$ cat config.mk
export PLATFORM = sky130hd
export DESIGN_NAME = vga_timing_gen
export DESIGN_NICKNAME = d
export VERILOG_FILES = /design/src/rtl/vga_timing_pkg.sv /design/src/rtl/vga_axis_counter.sv /design/src/rtl/vga_timing_gen.sv
export SDC_FILE = /design/constraint.sdc
export NUM_CORES = 1
export LEC_CHECK = 0
export CAP_MARGIN = 25
export CELL_PAD_IN_SITES_DETAIL_PLACEMENT = 1
export CELL_PAD_IN_SITES_GLOBAL_PLACEMENT = 1
export CORE_MARGIN = 4
export CORE_UTILIZATION = 33
export CTS_BUF_LIST = sky130_fd_sc_hd__clkbuf_8
export CTS_CLUSTER_SIZE = 40
export DETAILED_ROUTE_END_ITERATION = 10
export PLACE_DENSITY = 0.8
export SLEW_MARGIN = 10
export SYNTH_ARGS = -nofsm -noshare
export SYNTH_HDL_FRONTEND = slang
export SYNTH_SLANG_ARGS = --single-unit
$ cat constraint.sdc
create_clock -name clk -period 1.75 [get_ports clk]
set_input_delay 0.35 -clock clk [delete_from_list [all_inputs] [get_ports clk]]
set_output_delay 0.35 -clock clk [all_outputs]
set_load 0.01 [all_outputs]
$ cat src/rtl/vga_timing_pkg.sv
// Shared VGA timing defaults (640x480@60) and the RGB444 pixel type.
package vga_timing_pkg;

  localparam int H_ACTIVE_DEF = 640;
  localparam int H_FP_DEF     = 16;
  localparam int H_SYNC_DEF   = 96;
  localparam int H_BP_DEF     = 48;

  localparam int V_ACTIVE_DEF = 480;
  localparam int V_FP_DEF     = 10;
  localparam int V_SYNC_DEF   = 2;
  localparam int V_BP_DEF     = 33;

  // Total period of one axis: visible area plus porches and sync.
  function automatic int axis_total(input int active, input int fp,
                                    input int sync, input int bp);
    return active + fp + sync + bp;
  endfunction

  localparam int H_TOTAL_DEF = axis_total(H_ACTIVE_DEF, H_FP_DEF, H_SYNC_DEF, H_BP_DEF);
  localparam int V_TOTAL_DEF = axis_total(V_ACTIVE_DEF, V_FP_DEF, V_SYNC_DEF, V_BP_DEF);

  typedef struct packed {
    logic [3:0] r;
    logic [3:0] g;
    logic [3:0] b;
  } rgb444_t;

endpackage

$ cat src/rtl/vga_axis_counter.sv
// One raster axis: wrapping position counter with blank and sync decode.
// Used for columns (always enabled) and for lines (enabled on column wrap).
module vga_axis_counter
  import vga_timing_pkg::*;
#(
  parameter int WID    = 10,
  parameter int ACTIVE = 640,
  parameter int FP     = 16,
  parameter int SYNC   = 96,
  parameter int BP     = 48
) (
  input  logic           clk,
  input  logic           rst_n,
  input  logic           en,
  output logic [WID-1:0] cnt,
  output logic [WID-1:0] next_cnt,
  output logic           wrap,
  output logic           blank,
  output logic           sync
);

  localparam int TOTAL = axis_total(ACTIVE, FP, SYNC, BP);

  // The counter must be able to represent TOTAL-1.
  if (TOTAL - 1 >= (1 << WID)) begin : g_wid_check
    $error("vga_axis_counter: WID too small for TOTAL-1");
  end

  localparam logic [WID-1:0] LAST       = WID'(TOTAL - 1);
  localparam logic [WID-1:0] ACT_END    = WID'(ACTIVE);
  localparam logic [WID-1:0] SYNC_START = WID'(ACTIVE + FP);
  localparam logic [WID-1:0] SYNC_LAST  = WID'(ACTIVE + FP + SYNC - 1);

  logic [WID-1:0] cnt_q, cnt_d;

  // Next position, wrap detect and region decode from the current count.
  always_comb begin
    wrap     = (cnt_q == LAST);
    next_cnt = wrap ? '0 : cnt_q + WID'(1);
    cnt_d    = en ? next_cnt : cnt_q;
    blank    = (cnt_q >= ACT_END);
    sync     = (cnt_q >= SYNC_START) && (cnt_q <= SYNC_LAST);
  end

  // Position register.
  always_ff @(posedge clk or negedge rst_n) begin
    if (!rst_n) cnt_q <= '0;
    else        cnt_q <= cnt_d;
  end

  assign cnt = cnt_q;

endmodule

$ cat src/rtl/vga_timing_gen.sv
// VGA raster timing generator and registered pad stage.
// Optional build macro SHADYPONG_FRAME_CNT_EN adds an 8-bit frame counter port.
module vga_timing_gen
  import vga_timing_pkg::*;
#(
  parameter int H_CNT_WID = 10,
  parameter int V_CNT_WID = 10,
  parameter int H_ACTIVE  = H_ACTIVE_DEF,
  parameter int H_FP      = H_FP_DEF,
  parameter int H_SYNC    = H_SYNC_DEF,
  parameter int H_BP      = H_BP_DEF,
  parameter int V_ACTIVE  = V_ACTIVE_DEF,
  parameter int V_FP      = V_FP_DEF,
  parameter int V_SYNC    = V_SYNC_DEF,
  parameter int V_BP      = V_BP_DEF,
  parameter bit SYNC_NEG  = 1'b1
) (
  input  logic                 clk,
  input  logic                 rst_n,
  output logic                 pixIf_NEXT_FRAME,
  output logic                 pixIf_H_BLANKING,
  output logic [H_CNT_WID-1:0] pixIf_H_CNT,
  output logic [V_CNT_WID-1:0] pixIf_next_V_CNT,
  input  logic [3:0]           pixIf_r,
  input  logic [3:0]           pixIf_g,
  input  logic [3:0]           pixIf_b,
  output logic                 vga_hsync,
  output logic                 vga_vsync,
  output logic [3:0]           vga_r,
  output logic [3:0]           vga_g,
  output logic [3:0]           vga_b
`ifdef SHADYPONG_FRAME_CNT_EN
  ,
  output logic [7:0]           frame_cnt
`endif
);

  logic                 h_wrap, h_blank, h_sync;
  logic                 v_wrap, v_blank, v_sync;
  logic [H_CNT_WID-1:0] h_cnt, h_next_unused;
  logic [V_CNT_WID-1:0] v_cnt_unused, v_next_cnt;
  logic                 next_frame;

  vga_axis_counter #(
    .WID(H_CNT_WID), .ACTIVE(H_ACTIVE), .FP(H_FP), .SYNC(H_SYNC), .BP(H_BP)
  ) u_h_axis (
    .clk(clk), .rst_n(rst_n), .en(1'b1),
    .cnt(h_cnt), .next_cnt(h_next_unused), .wrap(h_wrap),
    .blank(h_blank), .sync(h_sync)
  );

  vga_axis_counter #(
    .WID(V_CNT_WID), .ACTIVE(V_ACTIVE), .FP(V_FP), .SYNC(V_SYNC), .BP(V_BP)
  ) u_v_axis (
    .clk(clk), .rst_n(rst_n), .en(h_wrap),
    .cnt(v_cnt_unused), .next_cnt(v_next_cnt), .wrap(v_wrap),
    .blank(v_blank), .sync(v_sync)
  );

  assign next_frame       = h_wrap && v_wrap;
  assign pixIf_NEXT_FRAME = next_frame;
  assign pixIf_H_BLANKING = h_blank;
  assign pixIf_H_CNT      = h_cnt;
  assign pixIf_next_V_CNT = v_next_cnt;

  rgb444_t pix_in, rgb_d, rgb_q;
  logic    hsync_d, hsync_q, vsync_d, vsync_q;
  logic    blank;

  // Pad stage input: blank colour outside the visible area, apply sync polarity.
  always_comb begin
    pix_in  = {pixIf_r, pixIf_g, pixIf_b};
    blank   = h_blank || v_blank;
    rgb_d   = blank ? rgb444_t'('0) : pix_in;
    hsync_d = h_sync ^ SYNC_NEG;
    vsync_d = v_sync ^ SYNC_NEG;
  end

  // Pad stage register: colour and both syncs share one stage so they stay aligned.
  always_ff @(posedge clk or negedge rst_n) begin
    if (!rst_n) begin
      rgb_q   <= '0;
      hsync_q <= SYNC_NEG;
      vsync_q <= SYNC_NEG;
    end else begin
      rgb_q   <= rgb_d;
      hsync_q <= hsync_d;
      vsync_q <= vsync_d;
    end
  end

  assign vga_r     = rgb_q.r;
  assign vga_g     = rgb_q.g;
  assign vga_b     = rgb_q.b;
  assign vga_hsync = hsync_q;
  assign vga_vsync = vsync_q;

`ifdef SHADYPONG_FRAME_CNT_EN
  logic [7:0] frame_cnt_q, frame_cnt_d;

  // Frame count advances on the edge that ends the last pixel of a frame.
  always_comb begin
    frame_cnt_d = next_frame ? frame_cnt_q + 8'd1 : frame_cnt_q;
  end

  // Frame counter register.
  always_ff @(posedge clk or negedge rst_n) begin
    if (!rst_n) frame_cnt_q <= '0;
    else        frame_cnt_q <= frame_cnt_d;
  end

  assign frame_cnt = frame_cnt_q;
`endif

endmodule

Word-level counts from Yosys, hierarchy flattened
Cells that the tools add are included.

Flip-flop bits (word level): 34. Bits in latches: 0. Memory bits (writable): 0. ROM bits: 0. Input bits: 14. Output and inout bits: 36. Logic and storage cells: 26. Memories kept: 0.

Add/sub/neg operators: 2. Multiply operators: 0. Div/mod/pow operators: 0. Magnitude comparators: 6. Eq/ne operators: 2. Shift-type cells: 0. Muxes and demuxes: 3. Bitwise logic cells: 2. Reductions and logical operators: 4.

Operators by type and width (count): adder 10 x 1 -> 10 bit (second input constant) (2); == test 10 bit (second input constant) (2); greater-or-equal comparator 10 bit (second input constant) (2); greater-or-equal comparator 10 x 9 -> 1 bit (second input constant) (2); 2-to-1 mux 10 bit (2); 2-to-1 mux 12 bit (1); <= comparator 10 bit (second input constant) (1); <= comparator 10 x 9 -> 1 bit (second input constant) (1); logical AND 1 bit (3); NOT 1 bit (2); logical OR 1 bit (1).

Depth between registers and ports, before layout
Gate-level depths: netlist (run 1).

Depth after elaboration: 3. Gate-level depth with buffers: 7.

By module
A second synthesis (run 1) with hierarchy kept.

Cell total of the unflattened synthesis: 202. Area, all modules: 1996.9 um^2.

By module, submodules not included: vga_axis_counter at u_h_axis (instances 1, cells each 94, area each 768.2 um^2); vga_axis_counter at u_v_axis (instances 1, cells each 76, area each 695.7 um^2); vga_timing_gen (instances 1, cells each 32, area each 533.0 um^2).

Worst setup path before layout (run 1)
OpenSTA, ideal clock, no wires.

Kind: register to register. Start point: register u_v_axis.cnt_q[0], in the netlist u_v_axis.cnt[0]. End point: register u_v_axis.cnt_q[9], in the netlist u_v_axis.cnt[9]. Library setup time: 0.076 ns. Arrival: 1.651 ns. Data required time: 1.674 ns. Slack: 0.023 ns. Stages on the path, launching flop included: 8. Path buffers: 1. Cells stage by stage: dfrtp_1 > inv_1 > ha_1 > nor4bb_1 > and4_1 > buf_2 > or4_1 > o21ai_1.

Cells in the longest elaborated chain, start to end: 2. Elaborated cells between the ends (all ways): 3.

Ends and longest elaborated chain: from (decl) (RTL line vga_axis_counter.sv:34) `logic [WID-1:0] cnt_q, cnt_d;`; from (signal assigned) (RTL line vga_axis_counter.sv:48) `else cnt_q <= cnt_d;`; adder 10 x 1 -> 10 bit / == test 10 bit (equally long branches) (RTL line vga_axis_counter.sv:39, vga_axis_counter.sv:38); 2-to-1 mux 10 bit * (RTL line vga_axis_counter.sv:39) `next_cnt = wrap ? '0 : cnt_q + WID'(1);`.

Mark *: on every way between the ends. The rest lies on a longest branch, timed or not. A chain may end at the register's enable or synchronous reset.

Worst setup path after layout (run 1)
Start point: register u_v_axis.cnt_q[0], in the netlist u_v_axis.cnt[0]. End point: output pixIf_next_V_CNT[3].

Cells in the longest elaborated chain, start to end: 2. Elaborated cells between the ends (all ways): 3.

Ends and longest elaborated chain: adder 10 x 1 -> 10 bit / == test 10 bit (equally long branches) (RTL line vga_axis_counter.sv:39, vga_axis_counter.sv:38); 2-to-1 mux 10 bit * (RTL line vga_axis_counter.sv:39); to (decl) (RTL line vga_timing_gen.sv:23) `output logic [V_CNT_WID-1:0] pixIf_next_V_CNT,`.

Marks and branches as above.

==> run summary, run 1 <==
The number of distinct standard cells referenced by the synthesized netlist came out at 38. The share of layout cells above drive strength 1 is 0.4340. Setup repair after global routing could not meet its margin everywhere.

The synthesized area per cell came out at 10.52 µm². The worst setup path is captured at a primary output. The signal on the critical path passes through buf_4, buf_6, buf_4, nand3_1, nand2b_1, a21oi_2, buf_2. The number of clock buffers inserted by TritonCTS is 5. The area of the core region is 0.004786 mm². The final non-filler cell area came out at 0.002995 mm². The analysis attributes to cell leakage a power of 1.356 nW. The number of flops mapped to enable cells by yosys came out at 0. The final routed wire length divided by cell count came out at 20.49 µm.

Along the worst path, the maximum fanout reaches 4. The die extent in y came out at 78.75 µm. The share of total power dissipated in the clock network is 0.448. The antenna diode count came out at 0.

The overall power consumption came out at 1.629 mW. The logic gate share of total power came out at 0.059. Among all cell types in the netlist, the one instantiated most often is dfrtp_1. After detailed routing, the number of remaining DRC violations is 0.

The total number of yosys warnings is 0. At the later pin of the worst-skew pair, clock insertion delay measures 0.29 ns. The tree is rooted in a clkbuf_8. The pre-CTS setup slack came out at -0.6158 ns. The part of the total power dissipated in sequential elements came out at 0.493.

The class of the worst hold path is input port to asynchronous set/reset pin. The hold violation count in the final report came out at 0. The clock-pin slew on the worst setup and hold paths came out at 0.08 ns. STA classifies the critical path startpoint as a flip-flop. The number of sinks driven by the clock tree is 34. The transition at the pin with the smallest max-transition slack came out at 0.3967 ns. The post-route worst hold slack is 0.4245 ns. The worst pin sits at a relative slew slack of 0.7335. The first TritonRoute pass finished after 4 iterations. The number of synthesized register bits came out at 34. By area the synthesized netlist is led by dfrtp_1 48%, and2_1 5.7%, ha_1 3.8%. For the final database, setup skew stands at 0.009775 ns. Synthesis produced a netlist with a net count of 176. For this design, the CTS-stage hold fixing added 0 buffers.

The routed layout has 1678 vias. By count the netlist is led by 32 x dfrtp_1, 15 x and2_1, 13 x nor2_1. The via count of the first global-routing pass is 1786. The count of pins on the block boundary came out at 50.

For this run, asynchronously set or reset flops after synthesis account for 1.000. On the critical path, the stage with the largest delay is an instance of dfrtp_1. The data required time at the worst endpoint came out at 1.40 ns. The placer congestion estimate came out at 0.8173. The flow ran to the end, but the final reports show violations. For this run, the slowest stage of the critical path takes 0.41 ns. The proportion of netlist area held by the largest area contributor came out at 0.4848.

The count of nets left with antenna violations after detail routing is 0. The initial antenna violation count came out at 0. The final critical-path required period is 2.202 ns.

The sequential element share of the synthesized area came out at 0.5167. Synthesis produced 157 cells. The cell area after synthesis came out at 0.001652 mm². The share of total power consumed by net switching came out at 0.2153.

The slack of the critical path came out at -0.4519 ns. The die is 78.75 µm wide. The floorplan die area came out at 0.006201 mm². The endpoint arrival time on the critical path came out at 1.85 ns.

The worst vdd rail ir drop is 0.5469 mV. The number of placement rows is 25. Using the TritonRoute via totals, the vias-per-cell ratio works out to 5.054. The post-route clock period utilization is 1.258. In this design, the critical path's most frequently occurring cell is buf_4. The number of max-slew violations in the final report came out at 0. The count of filler cells inserted in the layout is 513.

The starting density of the core is 0.3451. The total overflow reported by the global router came out at 0. The clock tree from TritonCTS is done. The final number of setup-violating endpoints came out at 20. The H-tree depth reported by CTS came out at 2.

The final reports fail on negative setup slack. The top flip-flop cell by instance count after synthesis is dfrtp_1. The count of nets after finishing came out at 283. The area growth from synthesis to final layout came out at 81.36%. The HPWL after detailed placement is 3.605 mm. The number of DRC markers after the initial detailed-route iteration came out at 75. The instance area at placement is 0.002492 mm². The number of max-cap violations is 0. The routed design has 6.803 mm of wire. The top cell type by total area after synthesis is dfrtp_1. The wire length of the first global-routing pass came out at 9.190 mm. Entering global routing, the biggest net connects 35 pins. The critical path is of the flip-flop to primary output type. The net switching power is 0.3506 mW. The count of input and output buffers is 49.

The maximum clock path buffer count is 2. For the final routed database, the setup TNS stands at -6.180 ns. The power per cell area came out at 543.8 mW/mm². The internal portion of total power came out at 1.278 mW.

Based on the critical path, the design can be clocked at up to 0.4541 GHz. In the global route stage, overall resource usage came out at 0.1943.
==> power groups by stage <==
stage,registers [mW],clock network [mW],logic [mW]
6_report,0.803,0.729,0.0962
3_3_place_gp,0.818,0,0.0960
5_1_grt,0.805,0.775,0.106
4_1_cts,0.803,0.733,0.0993
2_1_floorplan,0.826,0,0.00884
3_5_place_dp,0.818,0,0.0986
==> path summary, 6_finish.rpt <==
kind                       cells past startpoint                        start                          end  slack, ns
max                                            7  u_v_axis.cnt[0]$_DFFE_PN0N_          pixIf_next_V_CNT[3]      -0.45
max in group asynchronous                      2                        rst_n          vga_vsync$_DFF_PN1_       1.07
min reg2reg                                    2    u_h_axis.cnt[0]$_DFF_PN0_    u_h_axis.cnt[0]$_DFF_PN0_       0.60
min in group clk                               2    u_h_axis.cnt[0]$_DFF_PN0_    u_h_axis.cnt[0]$_DFF_PN0_       0.60
min                                            2                        rst_n    u_h_axis.cnt[6]$_DFF_PN0_       0.42
max reg2reg                                   10  u_v_axis.cnt[0]$_DFFE_PN0N_  u_v_axis.cnt[4]$_DFFE_PN0N_      -0.33
==> repair_timing <==
action / 4_1_cts / 5_1_grt
setup endpoints to repair: 22 / 25
buffers inserted: 10 / 10
pin swaps: 14 / 18
resized for setup: 76 / 44
==> area by class of cell <==
class | count | area [µm²] | share of cell area
clock buffers | 5 | 68.82 | 0.02297
clock inverters | 3 | 40.04 | 0.01337
inverters | 8 | 30.03 | 0.01003
multi-input cells | 111 | 988.4 | 0.3300
flip-flops and latches | 34 | 853.3 | 0.2849
well taps | 67 | 83.83 | 0.02799
repair buffers | 104 | 930.9 | 0.3108
==> routing by layer <==
layer	GRT usage	vias up	wire, µm
met5	0	-	0
met4	0.07343	0	152
met3	0.07143	11	439
met2	0.3379	67	3441
met1	0.2158	845	2770
li1	-	755	-
==> per-stage QoR <==
stage | cells | util
final | 332 | 0.6259
after global routing | 332 | 0.6259
after CTS | 323 | 0.5702
after detailed placement | 306 | 0.5208
after global placement | 306 | 0.5208
after floorplan | 157 | -
==> registers in the layout, summed over array words and instances (netlist names) <==
| signal | cells |
|---|---|
| u_h_axis.cnt | 10 |
| u_v_axis.cnt | 10 |
| vga_b | 4 |
| vga_g | 4 |
| vga_r | 4 |
| vga_hsync | 1 |
| vga_vsync | 1 |
==> cell usage in the layout (no fill, tap or decap), drive strengths merged, types with 4 or more instances in the layout <==
cell	netlist	final
a21oi	5	5
and2	15	15
and4	4	4
buf	3	66
clkbuf	1	5
clkdlybuf4s50	0	33
dfrtp	32	32
ha	5	5
inv	8	8
nand2	7	7
nand3	9	9
nor2	13	13
nor3	5	5
o21ai	8	8
xnor2	7	7
xor2	6	6
==> worst max-delay path, delay by kind of cell (launching register included) <==
kind / cells / cell delay, ns
buffers and inverters: 4 / 0.54
and+or+nand+nor: 2 / 0.43
DFF: 1 / 0.41
AOI/OAI and AO/OA: 1 / 0.17
==> cell families (layout without fill, tap and decap cells) <==
kind of cell,count (synthesis),count (layout),synth area share
mux,1,1,0.006818
flops,34,34,0.5167
simple gates,69,69,0.2523
fa+ha+maj,5,5,0.03788
compound gates,23,23,0.08486
xor+xnor,13,13,0.06894
buf+inv,12,120,0.03257
No activity file was read; power rests on OpenSTA's default activity.
==> run 2, diff against run 1 <==
- SKIP_CTS_REPAIR_TIMING: unset -> 1
==> run 2 against run 1 <==
- clock skew up 0.0017 ns
- clock-buffer cell count did not move
- via count shrank 5.7%
- the flow still finishes with violations (negative setup slack)
- global-route usage shrank 2.8 points
- flip-flop and latch count stayed put
- sequential power about the same
- setup slack better by 0.0040 ns
- largest power group unchanged
- hold slack improved by 0.0080 ns
- clock power is essentially flat
- core utilization decreased by 4.7 points
- die area did not move
- critical path depth is the same
==> run summary, run 2 (synthesized netlist as in run 1, its figures left out) <==
The number of max-cap violations is 0 (unchanged). The flow ran to the end, but the final reports show violations. The cell count after placement is 306 (unchanged). The wire length of the first global-routing pass came to 7.976 mm (-13%). The upper clock frequency limit is 0.4550 GHz (+0.18%). The post-route clock period utilization came out at 1.256 (-0.002295). The number of max-slew violations in the final report came out at 0 (unchanged).

The all-layer global routing usage is 0.1668 (-0.02756). The endpoint arrival time on the critical path came to 1.85 ns (about the same). The library cells used most frequently in the layout, excluding fill and tap cells, are 40 x buf_4, 34 x clkdlybuf4s50_1, 32 x dfrtp_1, 14 x and2_1, 10 x nor2_1. The count of filler cells inserted in the layout was 515 (+0.39%). The number of clock buffers inserted by TritonCTS came out at 5 (unchanged).

The number of DRC markers after the initial detailed-route iteration came to 92 (+23%). The checks that failed: negative setup slack. The area growth from synthesis to final layout came out at 67.65%.

STA classifies the critical path startpoint as a flip-flop. The via density per instance is 4.913 (-2.8%). The largest net degree at the start of global routing is 35 (unchanged).

TritonCTS built the clock tree. The worst hold path belongs to the class input port to asynchronous set/reset pin. The overall routed net length came out at 5.557 mm (-18%). The area of the core region came out at 0.004786 mm² (unchanged). The commonest non-fill, non-tap cell in the layout is buf_4. The data required time at the worst endpoint came out at 1.40 ns (about the same). The count of input and output buffers was 49 (unchanged). The clock-pin slew on the worst setup and hold paths is 0.08 ns (about the same). The initial antenna violation count came out at 0 (unchanged).

The leakage power is 1.284 nW (-5.3%). The count of buffering cells on the critical path with inverters included came to 3 (-1). The HPWL after detailed placement came out at 3.605 mm (unchanged). The die extent in y came out at 78.75 µm (unchanged). The sort of element at the end of the critical path is a primary output.

The starting density of the core came to 0.3451 (unchanged). The final critical-path required period came out at 2.198 ns (-0.004017 ns). The via total after detailed routing was 1582 (-5.7%). The final routed wire length divided by cell count is 17.26 µm (-16%). The count of pins on the block boundary is 50 (unchanged). The H-tree depth reported by CTS is 2 (unchanged). The count of nets after finishing came to 273 (-3.5%). Setup repair after global routing could not meet its margin everywhere. The via count of the first global-routing pass is 1678 (-6.0%). The slack of the critical path is -0.4479 ns (+0.004017 ns). The slowest cell on the critical path is dfrtp_1. The root buffer cell chosen for the clock tree is clkbuf_8. The antenna diode count was 0 (unchanged). The share of layout cells above drive strength 1 came out at 0.3569 (-0.07710). The transition at the pin with the smallest max-transition slack came out at 0.3378 ns (-0.05892 ns). The placer congestion estimate is 0.8173 (unchanged). The kind of critical path is flip-flop to primary output.

The most used cell along the critical path is buf_4. The detailed-router iteration count before antenna repair is 4 (unchanged). The number of sinks driven by the clock tree came out at 34 (unchanged).

The final number of setup-violating endpoints is 15 (-25%). The floorplan die width came out at 78.75 µm (unchanged). The total overflow reported by the global router came out at 0 (unchanged).

The hold violation count in the final report is 0 (unchanged). The maximum clock path buffer count came out at 2 (unchanged). The clock skew is 0.01151 ns (+0.001734 ns). The number of placement rows came out at 25 (unchanged). The floorplan die area came to 0.006201 mm² (unchanged). The relative max-transition margin is 0.7738 (+0.04036). Grouping stages by cell kind, the critical path spends the most delay in buffers and inverters. The latest clock arrival within the worst-skew pair came out at 0.29 ns (about the same). The post-route DRC violation count came to 0 (unchanged).

The post-route non-filler standard cell count is 322 (-3.0%). The post-route core utilization is 0.5786 (-0.04732). The power per cell area is 587.6 mW/mm² (+8.1%). The biggest cell delay along the critical path is 0.42 ns (about the same). The worst vdd rail ir drop was 0.4501 mV (-18%). The signal on the critical path passes through buf_4, ha_1, and3_4, buf_4, xnor2_1, nor2_4, buf_6.

The largest fanout on the critical path came to 6 (+2). The count of nets left with antenna violations after detail routing is 0 (unchanged).
-- run 2: cell types whose count changed in the layout (fill, tap and decap cells not counted), sizes merged --
cell	previous run	this run
dlygate4sd2	1	0
clkbuf	5	9
dlymetal6s2s	3	4
buf	66	52
clkdlybuf4s50	33	34
clkdlybuf4s15	1	0
-- run 2: final timing paths --
check | end | startpoint | cells after the start | slack [ns]
setup / recovery | pixIf_next_V_CNT[4] | u_v_axis.cnt[0]$_DFFE_PN0N_ | 7 | -0.45
hold / removal | u_v_axis.cnt[2]$_DFFE_PN0N_ | rst_n | 2 | 0.43
setup reg to reg | u_v_axis.cnt[6]$_DFFE_PN0N_ | u_v_axis.cnt[0]$_DFFE_PN0N_ | 8 | -0.29
hold reg to reg | u_h_axis.cnt[0]$_DFF_PN0_ | u_h_axis.cnt[0]$_DFF_PN0_ | 2 | 0.59
max in group asynchronous | vga_vsync$_DFF_PN1_ | rst_n | 2 | 1.07
min in group clk | u_h_axis.cnt[0]$_DFF_PN0_ | u_h_axis.cnt[0]$_DFF_PN0_ | 2 | 0.59
-- run 2: routing by layer --
layer	up-vias	part of all wire	global-route usage
met5	-	0	0
met4	0	0.014	0.05420
met3	9	0.077	0.07483
met2	49	0.50	0.2844
met1	792	0.41	0.1849
li1	732	-	-
-- run 2: final cells by class --
class	instances	area [µm²]	area share
clock buffer	5	68.82	0.02485
clock inverter	3	40.04	0.01446
inverter	8	30.03	0.01084
multi-input combinational	111	859.6	0.3104
sequential	34	853.3	0.3082
tap	67	83.83	0.03028
timing repair buffer	94	833.3	0.3009
-- run 2: where the power goes --
group	total (mW)	internal, mW	switching [mW]
sequential	0.803	0.799	0.00342
combinational	0.0962	0.0594	0.0368
clock	0.728	0.419	0.309
total	1.63	1.28	0.349
-- run 2: per-stage QoR --
stage          area [µm²]  power, mW  setup WS, ns  hold slack [ns]  setup TNS (ns)
4_1_cts              2601      1.635       -0.9218           0.4424          -9.736
3_3_place_gp         2492     0.9135       -0.4589           0.5462          -4.128
6_report             2769      1.627       -0.4479           0.4324          -4.070
3_5_place_dp         2492     0.9170       -0.6158           0.5740          -5.813
5_1_grt              2769      1.691       -0.5255           0.4350          -5.930
2_1_floorplan        1652     0.8351       0.02288          0.05441               0
-- run 2: worst register-to-register path, delay by kind of cell, from the launching register on --
kind,cells,cell delay (ns)
AO/OA/AOI/OAI,1,0.11
buffers and inverters,3,0.45
AND/OR/NAND/NOR,3,0.80
adder cells (fa/ha/maj),1,0.19
flip-flops,1,0.41
